--- src/rtl/i2c_target.sv ---
// 7-bit-address I2C target: synchronizes SCL/SDA, detects START/STOP, ACKs its address,
// strobes out received bytes and serves read bytes from a host-side valid/ack handshake.
module i2c_target #(
    parameter logic [6:0] TARGET_ADDR = 7'h44,
    parameter int         SYNC_STAGES = 2
) (
    input  logic       clk,
    input  logic       rst_n,
    input  logic       Scl_In,
    input  logic       Sda_In,
    output logic       Sda_Pull_Low,
    output logic [7:0] Rx_Data,
    output logic       Rx_Valid,
    input  logic [7:0] Tx_Data,
    input  logic       Tx_Valid,
    output logic       Tx_Ack,
    output logic       Start_Det,
    output logic       Stop_Det,
    output logic       Busy,
    output logic [2:0] Target_State_Out
);

    typedef enum logic [2:0] {
        IDLE     = 3'd0,
        ADDR     = 3'd1,
        ADDR_ACK = 3'd2,
        RX       = 3'd3,
        RX_ACK   = 3'd4,
        TX       = 3'd5,
        TX_ACK   = 3'd6
    } state_e;

    logic [SYNC_STAGES-1:0] scl_sync_q, scl_sync_d;
    logic [SYNC_STAGES-1:0] sda_sync_q, sda_sync_d;
    logic                   scl_prev_q, sda_prev_q;

    state_e     state_q, state_d;
    logic [3:0] bit_cnt_q, bit_cnt_d;
    logic [7:0] shift_q, shift_d;
    logic [7:0] tx_sr_q, tx_sr_d;
    logic       rw_q, rw_d;
    logic       pull_q, pull_d;
    logic       busy_q, busy_d;
    logic [7:0] rx_data_q, rx_data_d;
    logic       rx_valid_q, rx_valid_d;
    logic       tx_ack_q, tx_ack_d;
    logic       start_det_q, start_det_d;
    logic       stop_det_q, stop_det_d;

    logic       scl, sda, scl_rise, scl_fall, start_cond, stop_cond;
    logic [7:0] tx_byte;

    always_comb begin
        scl_sync_d = {scl_sync_q[SYNC_STAGES-2:0], Scl_In};
        sda_sync_d = {sda_sync_q[SYNC_STAGES-2:0], Sda_In};
        scl        = scl_sync_q[SYNC_STAGES-1];
        sda        = sda_sync_q[SYNC_STAGES-1];
        scl_rise   = scl & ~scl_prev_q;
        scl_fall   = ~scl & scl_prev_q;
        start_cond = scl & sda_prev_q & ~sda;
        stop_cond  = scl & ~sda_prev_q & sda;
        // An empty host FIFO reads as all-ones, i.e. SDA left released.
        tx_byte    = Tx_Valid ? Tx_Data : 8'hFF;
    end

    always_comb begin
        state_d     = state_q;
        bit_cnt_d   = bit_cnt_q;
        shift_d     = shift_q;
        tx_sr_d     = tx_sr_q;
        rw_d        = rw_q;
        pull_d      = pull_q;
        busy_d      = busy_q;
        rx_data_d   = rx_data_q;
        rx_valid_d  = 1'b0;
        tx_ack_d    = 1'b0;
        start_det_d = 1'b0;
        stop_det_d  = 1'b0;

        if (start_cond) begin
            start_det_d = 1'b1;
            pull_d      = 1'b0;
            busy_d      = 1'b0;
            bit_cnt_d   = 4'd0;
            state_d     = ADDR;
        end else if (stop_cond) begin
            stop_det_d = 1'b1;
            pull_d     = 1'b0;
            busy_d     = 1'b0;
            bit_cnt_d  = 4'd0;
            state_d    = IDLE;
        end else begin
            unique case (state_q)
                ADDR: begin
                    if (scl_rise && bit_cnt_q != 4'd8) begin
                        shift_d   = {shift_q[6:0], sda};
                        bit_cnt_d = bit_cnt_q + 4'd1;
                    end else if (scl_fall && bit_cnt_q == 4'd8) begin
                        bit_cnt_d = 4'd0;
                        if (shift_q[7:1] == TARGET_ADDR) begin
                            pull_d  = 1'b1;
                            busy_d  = 1'b1;
                            rw_d    = shift_q[0];
                            state_d = ADDR_ACK;
                        end else begin
                            state_d = IDLE;
                        end
                    end
                end
                ADDR_ACK: begin
                    if (scl_fall) begin
                        bit_cnt_d = 4'd0;
                        if (!rw_q) begin
                            pull_d  = 1'b0;
                            state_d = RX;
                        end else begin
                            tx_sr_d  = tx_byte;
                            tx_ack_d = Tx_Valid;
                            pull_d   = ~tx_byte[7];
                            state_d  = TX;
                        end
                    end
                end
                RX: begin
                    if (scl_rise && bit_cnt_q != 4'd8) begin
                        shift_d   = {shift_q[6:0], sda};
                        bit_cnt_d = bit_cnt_q + 4'd1;
                    end else if (scl_fall && bit_cnt_q == 4'd8) begin
                        rx_data_d  = shift_q;
                        rx_valid_d = 1'b1;
                        pull_d     = 1'b1;
                        state_d    = RX_ACK;
                    end
                end
                RX_ACK: begin
                    if (scl_fall) begin
                        pull_d    = 1'b0;
                        bit_cnt_d = 4'd0;
                        state_d   = RX;
                    end
                end
                TX: begin
                    // bit_cnt counts bits already shifted out after the MSB
                    if (scl_fall) begin
                        if (bit_cnt_q == 4'd7) begin
                            pull_d    = 1'b0;
                            bit_cnt_d = 4'd0;
                            state_d   = TX_ACK;
                        end else begin
                            tx_sr_d   = {tx_sr_q[6:0], 1'b1};
                            pull_d    = ~tx_sr_q[6];
                            bit_cnt_d = bit_cnt_q + 4'd1;
                        end
                    end
                end
                TX_ACK: begin
                    if (scl_rise) begin
                        if (sda) begin
                            pull_d  = 1'b0;
                            busy_d  = 1'b0;
                            state_d = IDLE;
                        end else begin
                            bit_cnt_d = 4'd1;
                        end
                    end else if (scl_fall && bit_cnt_q == 4'd1) begin
                        tx_sr_d   = tx_byte;
                        tx_ack_d  = Tx_Valid;
                        pull_d    = ~tx_byte[7];
                        bit_cnt_d = 4'd0;
                        state_d   = TX;
                    end
                end
                default: state_d = IDLE;
            endcase
        end
    end

    always_ff @(posedge clk or negedge rst_n) begin
        if (!rst_n) begin
            scl_sync_q  <= '1;
            sda_sync_q  <= '1;
            scl_prev_q  <= 1'b1;
            sda_prev_q  <= 1'b1;
            state_q     <= IDLE;
            bit_cnt_q   <= 4'd0;
            shift_q     <= 8'd0;
            tx_sr_q     <= 8'd0;
            rw_q        <= 1'b0;
            pull_q      <= 1'b0;
            busy_q      <= 1'b0;
            rx_data_q   <= 8'd0;
            rx_valid_q  <= 1'b0;
            tx_ack_q    <= 1'b0;
            start_det_q <= 1'b0;
            stop_det_q  <= 1'b0;
        end else begin
            scl_sync_q  <= scl_sync_d;
            sda_sync_q  <= sda_sync_d;
            scl_prev_q  <= scl;
            sda_prev_q  <= sda;
            state_q     <= state_d;
            bit_cnt_q   <= bit_cnt_d;
            shift_q     <= shift_d;
            tx_sr_q     <= tx_sr_d;
            rw_q        <= rw_d;
            pull_q      <= pull_d;
            busy_q      <= busy_d;
            rx_data_q   <= rx_data_d;
            rx_valid_q  <= rx_valid_d;
            tx_ack_q    <= tx_ack_d;
            start_det_q <= start_det_d;
            stop_det_q  <= stop_det_d;
        end
    end

    assign Sda_Pull_Low     = pull_q;
    assign Rx_Data          = rx_data_q;
    assign Rx_Valid         = rx_valid_q;
    assign Tx_Ack           = tx_ack_q;
    assign Start_Det        = start_det_q;
    assign Stop_Det         = stop_det_q;
    assign Busy             = busy_q;
    assign Target_State_Out = state_q;

endmodule

--- config.mk ---
export PLATFORM = sky130hd
export DESIGN_NAME = i2c_target
export DESIGN_NICKNAME = d
export VERILOG_FILES = /design/src/rtl/i2c_target.sv
export SDC_FILE = /design/constraint.sdc
export NUM_CORES = 1
export LEC_CHECK = 0
export ABC_AREA = 1
export CAP_MARGIN = 10
export CORE_UTILIZATION = 30
export CTS_CLUSTER_SIZE = 14
export DETAILED_ROUTE_END_ITERATION = 8
export PLACE_DENSITY_LB_ADDON = 0.1
export SYNTH_ARGS = -nofsm -noshare
export SYNTH_HDL_FRONTEND = slang
export SYNTH_SLANG_ARGS = --single-unit
--- constraint.sdc ---
create_clock -name clk -period 2.26 [get_ports clk]
set_input_delay 0.565 -clock clk [delete_from_list [all_inputs] [get_ports clk]]
set_output_delay 0.565 -clock clk [all_outputs]
set_load 0.05 [all_outputs]
==> results <==
- Using the TritonRoute via totals, the vias-per-cell ratio works out to roughly 4.6.
- The most common cell in the synthesized netlist is nand2_1.
- The area growth from synthesis to layout is 20.3%.
- The total vias in the final route is 2185.
- The post-synthesis cell area is ~2500 um^2.
- Walking the worst path, the cells encountered are clkdlybuf4s50_1.
- The number of gates given a new drive strength after cts is 0.
- In the global route stage, met2 resource usage came out at a little over a quarter.
- The die outline height is 94.2 um.
- The share of the clock period used by the worst path after layout is 98.0%.
- The number of global-route vias before repair came to 2122.
- VDD sags by at most approximately 0.23 mV.
- The busiest metal layer after global routing is met2.
- After synthesis, the most frequently instantiated cells are nand2_1, dfrtp_1, nand3_1, inv_1, nor2_1.
- The area of the placeable core is about 8200 um^2.
- The violation count after the first detailed-route iteration is between 100 and 150.
- The initial antenna violation count came to 0.
- The clock buffer count from CTS is 5.
- The clock sink count is 43.
- The die span in x is 94.2 um.
- For this run, the number of standard cells in the final layout without fillers is approximately 470.
- The number of cells on the worst reg-to-reg path is 11.
- The number of max-slew violations in the final report is 0.
- Once detail routing completed, the nets flagged for antenna violations numbered 0.
- After detailed placement, the design holds a cell count of between 400 and 500.
- Among all flip-flop cells after synthesis, the most frequent one is dfrtp_1.
- The kind of launch point of the worst setup path is a register.
- The number of setup buffers added after CTS is 0.
- The count of synthesis-stage warnings from yosys is 0.
- The synthesized design contains 43 register bits.
- The number of hold violations in the final report came to 0.
- The routing usage on met1 is between 20% and 30%.
- The number of inserted filler cells in the final layout is 890.
- In this run the tightest slew margin relative to its limit is a little under two thirds.
- In this design, the largest share of critical-path delay is due to buffers and inverters.
- The worst stage delay on the critical path is 850 ps.
- The count of buffers added on input and output ports is 29.
- Summing the sequential cell areas from Yosys gives a little over two fifths of the chip area.
- The setup check on the worst reg-to-reg path leaves a slack of between 400 and 500 ps.
- The overall routing resource usage is between 15 and 20%.
- The clock tree skew after final layout is approximately 12 ps.
- Max-cap violations in this run came to 0.
- The power consumption is between 0.0015 and 0.002 W.
- The final sum of negative setup slack is 0 ps.
- The fraction of registers with async set/reset is 100%.
- Setup violations remaining at the end of the flow were counted as 0.
- The routed design has 6360 um of wire.
- The tightest min-delay check is of the in -> async type.
- The cell type with the highest aggregate area in the netlist is dfrtp_1.
- The number of enable flip-flop cells after synthesis is 0.
- The first global-routing pass estimated roughly 11000 um of wire.
- The HPWL after detailed placement is 4700 um.
- The number of top-level design ports is 30.
- For this configuration, the core starts out at a cell density of 31.0%.
- After clock tree synthesis, the clock-pin slew on the worst setup and hold paths is approximately 100 ps.
- The worst register-to-register path begins at bit_cnt_q[0].
- The instance count of the mapped netlist is between 300 and 400.
- Cells with a size suffix above 1 make up 17.1% of the layout.
- STA classifies the critical path endpoint as a primary output.
- TritonCTS built the clock tree.
- The actual slew at the worst max-slew pin is 542 ps.
- The flow ran to the end, and the final reports show no timing, DRC or antenna violations.
- For this design, the slowest cell found on the critical path is clkdlybuf4s50_1.
- Setup repair after global routing left no endpoint under its margin.
- Of all nets on the critical path, the largest fanout is 7.
- The number of antenna diodes in the final layout is 0.
- The arrival time of data at the critical path endpoint is between 1500 and 2000 ps.
- Before antenna repair, the detailed router went through 4 iterations.
- The kind of critical path is reg -> out.
- The distinct cell type count after synthesis is 28.
- Based on the critical path, the design can be clocked at up to 451 MHz.
- Entering global routing, the biggest net connects 17 pins.
- The routed wire length per instance is about 13 um.
- The static power due to leakage is 1.42 nW.
- The weighted congestion at the end of routability-driven global placement is about 0.9.
- Buffers inserted to repair hold after CTS numbered 0.
- The power per standard cell area is between 500 and 600 nW/um^2.
- The maximum buffer depth of the clock tree is 2.
- The later pin in the worst-skew pair is clocked with a latency of 310 ps.
- The area used by multi-input combinational logic is 1250 um^2.
- The global route total overflow is 0.
- The required arrival time at the worst endpoint is about 1700 ps.
- Registers take between 1000 and 1500 um^2.
- The post-synthesis area per instance is roughly 7.6 um^2.
- Together, buffers and inverters on the worst path number 1.
- The total die area is approximately 9000 um^2.
- The net count of the finished layout is around 380.
- By area the synthesized netlist is led by dfrtp_1, nand2_1, nand3_1.
- The synthesized net count is 350.
- The met3 routing resource usage after global routing is under 10%.
- The root buffer cell is clkbuf_8.
- The number of rows created at floorplan is 33.
- The worst flop-to-flop path endpoint is bit_cnt_q[1].
- The share of the synthesized area in the top cell type is roughly 36%.
- For this run, design rule violations remaining after detail routing come to 0.
- The worst path in the final design needs a cycle of around 2200 ps, including I/O delays and setup.
- The number of levels in the clock H-tree is 2.
## routing by layer
layer	wire (um)	vias up	part of all wire, %
li1	-	1120	-
met3	267	6	4.2
met5	0	-	0
met4	59	0	0.93
met2	3060	43	48
met1	2970	1016	47
## cell usage in the layout, fill, tap and decap left out, drive strengths merged
cell type	count
a31oi	1
clkbuf	5
o21ai	32
ha	3
nand2	118
nand3	39
bufinv	2
nand4	2
xor2	2
dfstp	6
nand3b	1
dfrtp	37
inv	40
nor2	39
a21oi	5
o32ai	1
clkdlybuf4s50	26
nor3	2
buf	7
## worst max path at each step
stage               cells after the start           startpoint  slack [ps]                   to
finish                                  1  Target_State_Out[2]          50  Target_State_Out[2]
global placement                        7             Tx_Valid         390         Sda_Pull_Low
global route                            1  Target_State_Out[2]           2  Target_State_Out[2]
floorplan                              10  Target_State_Out[1]         490  Target_State_Out[0]
CTS                                     1  Target_State_Out[2]          40  Target_State_Out[2]
detailed placement                      1  Target_State_Out[2]         390  Target_State_Out[2]
## sequential cells by signal (all words and copies together), names as in the netlist
signal,cells
sda_prev_q,1
scl_sync_q,2
scl_prev_q,1
bit_cnt_q,4
Stop_Det,1
Start_Det,1
rw_q,1
Sda_Pull_Low,1
Rx_Valid,1
Busy,1
Target_State_Out,3
Rx_Data,8
Tx_Ack,1
tx_sr_q,7
sda_sync_q,2
shift_q,8
## cell families after synthesis
kind of cell               share of synthesized area [%]
adders and majority gates                           1.47
AOI/OAI and AO/OA                                   9.18
xor gates and xnor gates                           0.687
buffers and inverters                               8.39
and+or+nand+nor                                     37.8
DFF                                                 42.5
## report_power, final
group | switching [W] | leakage, nW | total, W | internal, W
logic | 0.000148 | 0.817 | 0.000223 | 0.0000750
registers | 0.0000230 | 0.535 | 0.000825 | 0.000802
clock network | 0.000312 | 0.0703 | 0.000761 | 0.000449
total | 0.000484 | 1.42 | 0.00181 | 0.00133
## stage by stage
step | hold slack [ps] | cell area, um^2 | setup slack, ps | util (%)
after global placement | 346 | 2930 | 392 | 35.6
after detailed placement | 348 | 2930 | 390 | 35.6
after global routing | 193 | 3070 | 1.68 | 37.3
final | 165 | 3070 | 45.1 | 37.3
after floorplan | 269 | 2550 | 488 | -
after CTS | 181 | 3070 | 35.8 | 37.3
## cell type report
type / instances / area share [%]
Multi-Input combinational cell: 245 / 40.8
Sequential cell: 43 / 35.3
Timing Repair Buffer: 33 / 10.1
Inverter: 39 / 4.86
Tap cell: 105 / 4.28
Clock inverter: 3 / 2.33
Clock buffer: 5 / 2.24
Power figures use the tool's default switching activity.
